<file path="src/rtl/bl_wl_cfg_pkg.sv">
// Shared state encoding and elaboration-time sizing helpers for the BL/WL configuration loader.
// Pure definitions only: no logic, so no latency or backpressure of its own.
package bl_wl_cfg_pkg;

    typedef enum logic [2:0] {
        ST_IDLE,
        ST_LOAD,
        ST_SETUP,
        ST_PULSE,
        ST_HOLD,
        ST_DONE,
        ST_ERR
    } state_t;

    // Bits needed to hold values 0..v-1; never less than one bit.
    function automatic int clog2(input int v);
        int r;
        r = 0;
        while ((1 << r) < v) r++;
        return (r == 0) ? 1 : r;
    endfunction

    function automatic int ceil_div(input int a, input int b);
        return (a + b - 1) / b;
    endfunction

endpackage

</file>
<file path="src/rtl/bl_wl_config_loader_if.sv">
// Valid/ready word stream from the bitstream front-end into the loader.
// A word moves only on a cycle where valid and ready are both high; last tags the final word.
interface bl_wl_config_loader_if #(
    parameter int DATA_W = 32
);
    logic              valid;
    logic              ready;
    logic [DATA_W-1:0] data;
    logic              last;

    modport master (output valid, output data, output last, input ready);
    modport slave  (input valid, input data, input last, output ready);
endinterface

</file>
<file path="src/rtl/bl_wl_phase_timer.sv">
// Load/count-down phase timer; expire is high while the count sits at zero.
// Loading N gives N+1 cycles until expire; load takes priority over counting.
module bl_wl_phase_timer #(
    parameter int W = 2
) (
    input  logic         clk,
    input  logic         reset,
    input  logic         load,
    input  logic [W-1:0] load_val,
    output logic         expire
);

    logic [W-1:0] count;

    always_ff @(posedge clk or negedge reset) begin
        if (!reset) begin
            count <= '0;
        end else if (load) begin
            count <= load_val;
        end else if (count != '0) begin
            count <= count - W'(1);
        end
    end

    assign expire = (count == '0);

endmodule

</file>
<file path="src/rtl/bl_wl_config_loader.sv">
// Assembles one BL frame per WL row from a word stream, then strobes that row with setup/pulse/hold margins.
// WORDS+SETUP+PULSE+HOLD cycles per row minimum; stream is stalled (ready low) outside the LOAD phase.
module bl_wl_config_loader
    import bl_wl_cfg_pkg::*;
#(
    parameter int BL_WIDTH  = 315,
    parameter int WL_WIDTH  = 4,
    parameter int DATA_W    = 32,
    parameter int SETUP_CYC = 2,
    parameter int PULSE_CYC = 2,
    parameter int HOLD_CYC  = 1
) (
    input  logic                clk,
    input  logic                reset,
    input  logic                start,
    output logic                busy,
    output logic                done,
    output logic                err,
    bl_wl_config_loader_if.slave cfg,
    output logic [BL_WIDTH-1:0] cfg_bl,
    output logic [WL_WIDTH-1:0] cfg_wl
);

    localparam int WORDS   = ceil_div(BL_WIDTH, DATA_W);
    localparam int WORD_W  = clog2(WORDS + 1);
    localparam int ROW_W   = clog2(WL_WIDTH + 1);
    localparam int TMR_MAX = (SETUP_CYC > PULSE_CYC)
                           ? ((SETUP_CYC > HOLD_CYC) ? SETUP_CYC : HOLD_CYC)
                           : ((PULSE_CYC > HOLD_CYC) ? PULSE_CYC : HOLD_CYC);
    localparam int TMR_W   = clog2(TMR_MAX + 1);

    state_t            state;
    logic [WORD_W-1:0] word;
    logic [ROW_W-1:0]  row;
    logic              ready_q;
    logic              xfer;
    logic              final_word;
    logic              last_row;
    logic              tmr_load;
    logic              tmr_expire;
    logic [TMR_W-1:0]  tmr_val;

    assign cfg.ready  = ready_q;
    assign xfer       = cfg.valid && ready_q;
    assign final_word = (word == WORD_W'(WORDS - 1));
    assign last_row   = (row == ROW_W'(WL_WIDTH - 1));

    // Outside the timed phases the timer is kept primed with the next phase's length,
    // so each phase starts with a full count on the cycle it is entered.
    always_comb begin
        tmr_val  = TMR_W'(SETUP_CYC - 1);
        tmr_load = 1'b1;
        case (state)
            ST_SETUP: begin
                tmr_val  = TMR_W'(PULSE_CYC - 1);
                tmr_load = tmr_expire;
            end
            ST_PULSE: begin
                tmr_val  = TMR_W'(HOLD_CYC - 1);
                tmr_load = tmr_expire;
            end
            ST_HOLD: begin
                tmr_load = tmr_expire;
            end
            default: ;
        endcase
    end

    bl_wl_phase_timer #(
        .W (TMR_W)
    ) u_timer (
        .clk      (clk),
        .reset    (reset),
        .load     (tmr_load),
        .load_val (tmr_val),
        .expire   (tmr_expire)
    );

    always_ff @(posedge clk or negedge reset) begin
        if (!reset) begin
            state   <= ST_IDLE;
            word    <= '0;
            row     <= '0;
            ready_q <= 1'b0;
            busy    <= 1'b0;
            done    <= 1'b0;
            err     <= 1'b0;
            cfg_wl  <= '0;
        end else begin
            case (state)
                ST_IDLE, ST_DONE, ST_ERR: begin
                    if (start) begin
                        state   <= ST_LOAD;
                        word    <= '0;
                        row     <= '0;
                        ready_q <= 1'b1;
                        busy    <= 1'b1;
                        done    <= 1'b0;
                        err     <= 1'b0;
                    end
                end
                ST_LOAD: begin
                    if (xfer) begin
                        // last must appear exactly on the final word of the final row
                        if (cfg.last != (final_word && last_row)) begin
                            state   <= ST_ERR;
                            ready_q <= 1'b0;
                            busy    <= 1'b0;
                            err     <= 1'b1;
                        end else if (final_word) begin
                            state   <= ST_SETUP;
                            word    <= '0;
                            ready_q <= 1'b0;
                        end else begin
                            word <= word + WORD_W'(1);
                        end
                    end
                end
                ST_SETUP: begin
                    if (tmr_expire) begin
                        state  <= ST_PULSE;
                        cfg_wl <= WL_WIDTH'(1) << row;
                    end
                end
                ST_PULSE: begin
                    if (tmr_expire) begin
                        state  <= ST_HOLD;
                        cfg_wl <= '0;
                    end
                end
                ST_HOLD: begin
                    if (tmr_expire) begin
                        if (last_row) begin
                            state <= ST_DONE;
                            busy  <= 1'b0;
                            done  <= 1'b1;
                        end else begin
                            state   <= ST_LOAD;
                            row     <= row + ROW_W'(1);
                            ready_q <= 1'b1;
                        end
                    end
                end
                default: begin
                    state   <= ST_IDLE;
                    ready_q <= 1'b0;
                    cfg_wl  <= '0;
                end
            endcase
        end
    end

    // Word k lands in bits [k*DATA_W +: DATA_W]; bits of the last word past BL_WIDTH are dropped.
    always_ff @(posedge clk or negedge reset) begin
        if (!reset) begin
            cfg_bl <= '0;
        end else if (xfer) begin
            for (int i = 0; i < BL_WIDTH; i++) begin
                if (word == WORD_W'(i / DATA_W)) cfg_bl[i] <= cfg.data[i % DATA_W];
            end
        end
    end

endmodule

</file>
<file path="src/flat_wrapper.sv">
// flat-port wrapper written by rule: the top's interface ports become plain ports
module bl_wl_config_loader_flat import bl_wl_cfg_pkg::*;
#(
    parameter int BL_WIDTH  = 315,
    parameter int WL_WIDTH  = 4,
    parameter int DATA_W    = 32,
    parameter int SETUP_CYC = 2,
    parameter int PULSE_CYC = 2,
    parameter int HOLD_CYC  = 1
)
  (clk, reset, start, busy, done, err, cfg_bl, cfg_wl, cfg_valid, cfg_data, cfg_last, cfg_ready);
  bl_wl_config_loader_if #(.DATA_W(DATA_W)) cfg_i ();
  input  logic clk;
  input  logic reset;
  input  logic start;
  output logic busy;
  output logic done;
  output logic err;
  output logic [BL_WIDTH-1:0] cfg_bl;
  output logic [WL_WIDTH-1:0] cfg_wl;
  input wire logic [$bits(cfg_i.valid)-1:0] cfg_valid;
  input wire logic [$bits(cfg_i.data)-1:0] cfg_data;
  input wire logic [$bits(cfg_i.last)-1:0] cfg_last;
  output wire logic [$bits(cfg_i.ready)-1:0] cfg_ready;
  assign cfg_i.valid = cfg_valid;
  assign cfg_i.data = cfg_data;
  assign cfg_i.last = cfg_last;
  assign cfg_ready = cfg_i.ready;
  bl_wl_config_loader #(.BL_WIDTH(BL_WIDTH), .WL_WIDTH(WL_WIDTH), .DATA_W(DATA_W), .SETUP_CYC(SETUP_CYC), .PULSE_CYC(PULSE_CYC), .HOLD_CYC(HOLD_CYC)) u_core (.clk(clk), .reset(reset), .start(start), .busy(busy), .done(done), .err(err), .cfg(cfg_i), .cfg_bl(cfg_bl), .cfg_wl(cfg_wl));
endmodule
</file>
<file path="config.mk">
export PLATFORM = sky130hd
export DESIGN_NAME = bl_wl_config_loader_flat
export DESIGN_NICKNAME = d
export VERILOG_FILES = /design/src/rtl/bl_wl_cfg_pkg.sv /design/src/rtl/bl_wl_config_loader_if.sv /design/src/rtl/bl_wl_phase_timer.sv /design/src/rtl/bl_wl_config_loader.sv /design/src/flat_wrapper.sv
export SDC_FILE = /design/constraint.sdc
export NUM_CORES = 1
export LEC_CHECK = 0
export ABC_AREA = 1
export CORE_UTILIZATION = 47
export DETAILED_ROUTE_END_ITERATION = 12
export GPL_TIMING_DRIVEN = 0
export PLACE_DENSITY = 0.84
export SYNTH_ARGS = -nofsm -noshare
export SYNTH_HDL_FRONTEND = slang
export SYNTH_HIERARCHICAL = 1
export SYNTH_SLANG_ARGS = --single-unit
</file>
<file path="constraint.sdc">
create_clock -name clk -period 1.7 [get_ports clk]
set_input_delay 0.17 -clock clk [delete_from_list [all_inputs] [get_ports clk]]
set_output_delay 0.17 -clock clk [all_outputs]
set_load 0.01 [all_outputs]
</file>
# Word-level counts from Yosys, hierarchy flattened
# Index checks and enable logic that the tools add are counted.
[op_classes]
bitwise = 2
n_addsub = 3
shift = 1
reduce_logical = 32
muxes = 44
eq_ne = 27
[ops]
columns = ["op", "count"]
rows = [
  ["two-way mux 3 bit", 11],
  ["two-way mux 4 bit", 6],
  ["AND reduction 2 bit", 10],
  ["AND reduction 6 bit", 3],
  ["two-way mux 1 bit", 17],
  ["== test 4 x 3 -> 1 bit (second input constant)", 4],
  ["AND reduction 4 bit", 4],
  ["one-hot mux 3 bit (5 select lines)", 1],
  ["inequality test 2 x 1 -> 1 bit (second input constant)", 6],
  ["one-hot mux 4 bit (3 select lines)", 1],
  ["== test 3 x 2 -> 1 bit (second input constant)", 3],
  ["== test 3 bit (second input constant)", 3],
  ["== test 4 x 2 -> 1 bit (second input constant)", 2],
  ["== test 4 bit (second input constant)", 2],
  ["one-hot mux 4 bit (2 select lines)", 1],
  ["nonzero test 2 bit", 4],
  ["inequality test 2 bit (second input constant)", 3],
  ["one-hot mux 3 bit (2 select lines)", 1],
  ["OR reduction 3 bit", 2],
  ["OR reduction 5 bit", 1],
  ["adder 4 x 1 -> 4 bit (second input constant)", 1],
  ["== test 4 x 1 -> 1 bit (second input constant)", 1],
  ["logical NOT 4 bit", 1],
  ["two-way mux 2 bit", 2],
  ["16 further kinds", 19],
]
[word_totals]
regBits = 335
output_inout_bits = 323
wordCells = 128
inputBits = 37

# Longest topological paths before layout
[logic_depth]
depth_word = 6
ltp_mapped = 11

# By module
# Netlist, hierarchy kept.
[modules_own_cells]
columns = ["mod", "n_inst", "area_each_um2", "seq_area_each_um2", "cells_each"]
rows = [
  ["bl_wl_config_loader", 1, 12269.3, 8333.0, 1218],
  ["bl_wl_phase_timer", 1, 120.1, 50.0, 17],
]

# Least setup slack after synthesis
# OpenSTA, ideal clock, no wires.
[synth_timing]
kind = "flip-flop to flip-flop"
from = "register u_core.row[0]"
to = "register u_core.word[3]"
arrival_ns = 1.308
period_less_slack_ns = 1.425
setup_time_ns = 0.117
setup_slack_ns = 0.275
stages_incl_launch_ff = 9
cell_sequence = "dfrtp_1 > ha_1 > ha_1 > nand3_1 > nand2_1 > nand2_1 > nand2_2 > nand2_1 > nand2_1"
[synth_between]
elab_chain_cells = 5
[synth_lines]
columns = ["element", "line_no", "rtl"]
rows = [
  ["from (decl)", "bl_wl_config_loader.sv:34", "logic [ROW_W-1:0] row;"],
  ["from (signal assigned)", "bl_wl_config_loader.sv:139", "row <= row + ROW_W'(1);"],
  ["== test 3 x 2 -> 1 bit", "bl_wl_config_loader.sv:46", "assign last_row = (row == ROW_W'(WL_WIDTH - 1));"],
  ["logical AND 1 bit", "bl_wl_config_loader.sv:105", "if (cfg.last != (final_word && last_row)) begin"],
  ["inequality test 1 bit", "bl_wl_config_loader.sv:105", ""],
  ["inequality test 2 bit (no source line)", "n/a", ""],
  ["AND reduction 4 bit (no source line)", "n/a", ""],
  ["to (signal assigned)", "bl_wl_config_loader.sv:115", "word <= word + WORD_W'(1);"],
  ["to (decl)", "bl_wl_config_loader.sv:33", "logic [WORD_W-1:0] word;"],
]
# No other way between the ends.
# A chain may end at the register's enable or synchronous reset.

# Worst setup path after layout
[layout_timing]
from = "register u_core.cfg_bl[87]"
to = "output cfg_bl[87]"
[layout_lines]
columns = ["element", "line_no", "rtl"]
rows = [
  ["from (decl)", "bl_wl_config_loader.sv:20", "output logic [BL_WIDTH-1:0] cfg_bl,"],
  ["from (signal, indexed assignment)", "bl_wl_config_loader.sv:159", "if (word == WORD_W'(i / DATA_W)) cfg_bl[i] <= cfg.data[i % DATA_W];"],
  ["to (decl)", "flat_wrapper.sv:19", "output logic [BL_WIDTH-1:0] cfg_bl;"],
]
# No word-level cell between the ends.

==> impl_metrics.tcl <==
set metrics [dict create \
    outcome "complete, no violations" \
    finalCoreUtilization_pct 68.8 \
    post_synth_cell_types 24 \
    htree_num_levels 2 \
    final.setup_skew_ns 0.0154 \
    fp.dieH_um 164 \
    critical_path_required_ns 1.53 \
    synth_top_family_by_area "simple AND/OR/NAND/NOR gates" \
    num_antenna_cells 0 \
    setup-tns-final_ns 0 \
    timing.reg2reg.worst_path_depth 5 \
    detailedRoute.firstIterationViolations 972 \
    antenna_violating_nets_post_route 0 \
    yosys.area_share.simple_pct 14.5 \
    final-hold-violation-count 0 \
    core_um2 26000 \
    p_leak_nw 8.19 \
    worst_skew_pair.late_latency_ns 0.52 \
    crit_path_max_fo 2 \
    sequential_fraction_of_the_synthesis_area_pct 67.7 \
    detail_route.wl_per_cell_um 20.6 \
    post_synth_xor_area_fraction_pct 0 \
    first_pass_grt_wire_length_mm 62.3 \
    grt_antenna_before_repair 0 \
    max_slew_violation_count 0 \
    ios 360 \
    start_util_pct 47.7 \
    placement_rows 59 \
    yosys-top-cells-area "dfrtp_1 (68%), o21ai_0 (12%), nand2_1 (12%)" \
    clk_transition_reported_paths_ns 0.06 \
    final_nets 1683 \
    die_x_um 164 \
    critical_path.cell_chain "clkdlybuf4s50_1" \
    maxCapViolCount 0 \
    final_period_minus_worst_setup_slack_ns 1.66 \
    cellPowerDensity_nw_per_um2 1470 \
    min-delay-path-class "in2async" \
    max_freq_mhz 603 \
    areaGrowthSynthToFinish_pct 44.2 \
    nFillCells 1909 \
    yosys.area.top_type_share_pct 67.7 \
    routabilityCongestion 0.879 \
    synth.area.mux_share_pct 0 \
    kind_of_start_point_of_the_critical_path "register" \
    clock_tree.root_cell "clkbuf_16" \
    synth_fp_nets 1278 \
    synthDominantAreaCellType "dfrtp_1" \
    number_of_synthesized_register_bits 335 \
    worst-path-buf-inv 1 \
    synth_cells 1235 \
    layout_worst_path_cycle_share_pct 97.6 \
    place.port_buffers 359 \
    worst_setup_path_end_kind "primary output" \
    remaining_drc_errors 0 \
    power_mw 26.2 \
    worstSetupPathType "reg2out" \
    largest_net_degree_at_the_start_of_global_routing 124 \
    finalWirelength_mm 41.1 \
    critPathArrivalTime_ns 1.49 \
    worstSetupPathDepth 1 \
    clock_tree_from_tritoncts "built" \
    critical_path.max_stage_delay_ns 0.62 \
    cts_buffer_depth 3 \
    synth.cell_area_um2 12400 \
    via_count 10900 \
    placed_area_um2 16500 \
    path_delay_family "buffers and inverters" \
    synth.avg_cell_area_um2 10.0 \
    synth-compound-area-share_pct 13.4 \
    critical-path-slowest-cell "clkdlybuf4s50_1" \
    post_detailed_placement_half_perimeter_wirelength_mm 28.2 \
    vias_per_cell 5.46 \
    number_of_buffers_created_by_cts 36 \
    fin_area_um2 17900 \
    first_global_vias 11000 \
    cts_sinks 335 \
    worst-slew-pin-transition_ns 0.687 \
    power.ir.vdd_worst_mv 1.24 \
    combined_global_route_utilization_of_all_metal_layers_pct 30.6 \
    final-setup-viol-count 0 \
    die_area_um2 27000 \
    yosys_warnings 6 \
    drive_above_1_share_pct 9.75 \
    synth_adder_area_share_pct 0.606 \
    detail_route.first_pass.iterations 7 \
    worst_slew_margin_rel_pct 54.2 \
    globalRouteOverflowTotal 0 \
]
cell usage in the layout (no fill, tap or decap), types with 11 or more instances in the layout:
master / n
nand2_1: 376
clkdlybuf4s50_1: 355
dfrtp_1: 329
o21ai_0: 301
inv_1: 55
clkbuf_16: 36
clkbuf_2: 30
o21ai_1: 26
nand3_1: 23
buf_2: 21
nor2_1: 11
layer usage:
metal  GRT usage (%)  vias to the layer above  share of wire [%]
li1                -                     4842                  -
met1            36.5                     5391                 38
met2            51.8                      536                 49
met3            7.55                      135                8.3
met4            15.0                        0                4.7
met5               0                        -                  0
logic make-up (layout without fill, tap and decap cells):
| family | after synthesis | in the layout |
|---|---|---|
| AOI/OAI and AO/OA | 330 | 330 |
| adders and majority gates | 6 | 6 |
| buffers and inverters | 122 | 549 |
| DFF | 335 | 335 |
| other | 1 | 1 |
| and+or+nand+nor | 441 | 441 |
state kept, by name (all words and copies together), names as in the netlist:
name	cells
u_core/busy	1
u_core/cfg.ready	1
u_core/cfg_bl	315
u_core/cfg_wl	4
u_core/done	1
u_core/err	1
u_core/row	3
u_core/state	3
u_core/u_timer/count	2
u_core/word	4
stage by stage:
step	std cells	hold slack, ns	setup WS [ns]
6_report	1997	0.264	0.0403
3_5_place_dp	1931	0.339	-0.505
4_1_cts	1992	0.397	-0.115
5_1_grt	1997	0.361	-0.0335
3_3_place_gp	1929	0.465	-13.48
2_1_floorplan	1235	-0.126	0.275
worst paths after layout:
kind	from	end	slack, ns
worst max-delay path	u_core/cfg_bl[87]	cfg_bl[87]	0.04
worst min-delay path	reset	u_core/u_timer/count[1]	0.26
worst max register to register	u_core/cfg.ready	u_core/cfg_bl[6]	0.05
worst min register to register	u_core/cfg_bl[219]	u_core/cfg_bl[219]	0.48
max in group asynchronous	reset	u_core/cfg_bl[173]	0.37
min in group clk	cfg_data[11]	u_core/cfg_bl[171]	0.48
cell type report:
class                      instances  area (um2)  share of cell area, %
sequential                       335        8390                   47.0
timing repair buffer             367        3710                   20.8
multi-input combinational        778        3640                   20.4
clock buffer                      49        1040                   5.82
tap                              335         419                   2.35
buffer                            60         304                   1.70
inverter                          62         238                   1.33
clock inverter                    11         129                  0.721
synthesized netlist by cell type:
cell type,number
nand2_1,380
dfrtp_1,335
o21ai_0,302
inv_1,56
clkbuf_1,44
o21ai_1,25
nand3_1,24
buf_2,15
nor2_1,14
ha_1,6
inv_2,6
nand2_2,6
nand3_2,6
nor2_2,4
nand3b_1,2
nor3_4,2
a21oi_1,1
a31oi_1,1
buf_4,1
conb_1,1
nand4_1,1
nor2_4,1
nor3_1,1
o21a_1,1
where the power goes:
| group | leakage [nW] | switching [mW] | internal [mW] |
|---|---|---|---|
| combinational | 3.09 | 4.00 | 3.81 |
| clock | 0.579 | 3.12 | 4.59 |
| sequential | 4.52 | 1.06 | 9.65 |
| total | 8.19 | 8.18 | 18.0 |
repair_timing:
| item | CTS | global route |
|---|---|---|
| pin swaps | 0 | 5 |
| endpoints found under the hold margin | 121 | 0 |
| buffers inserted | 0 | 5 |
| gates resized for setup | 31 | 73 |
| hold buffers | 1 | 0 |
| endpoints found under the setup margin | 186 | 327 |
Power figures use the tool's default switching activity.
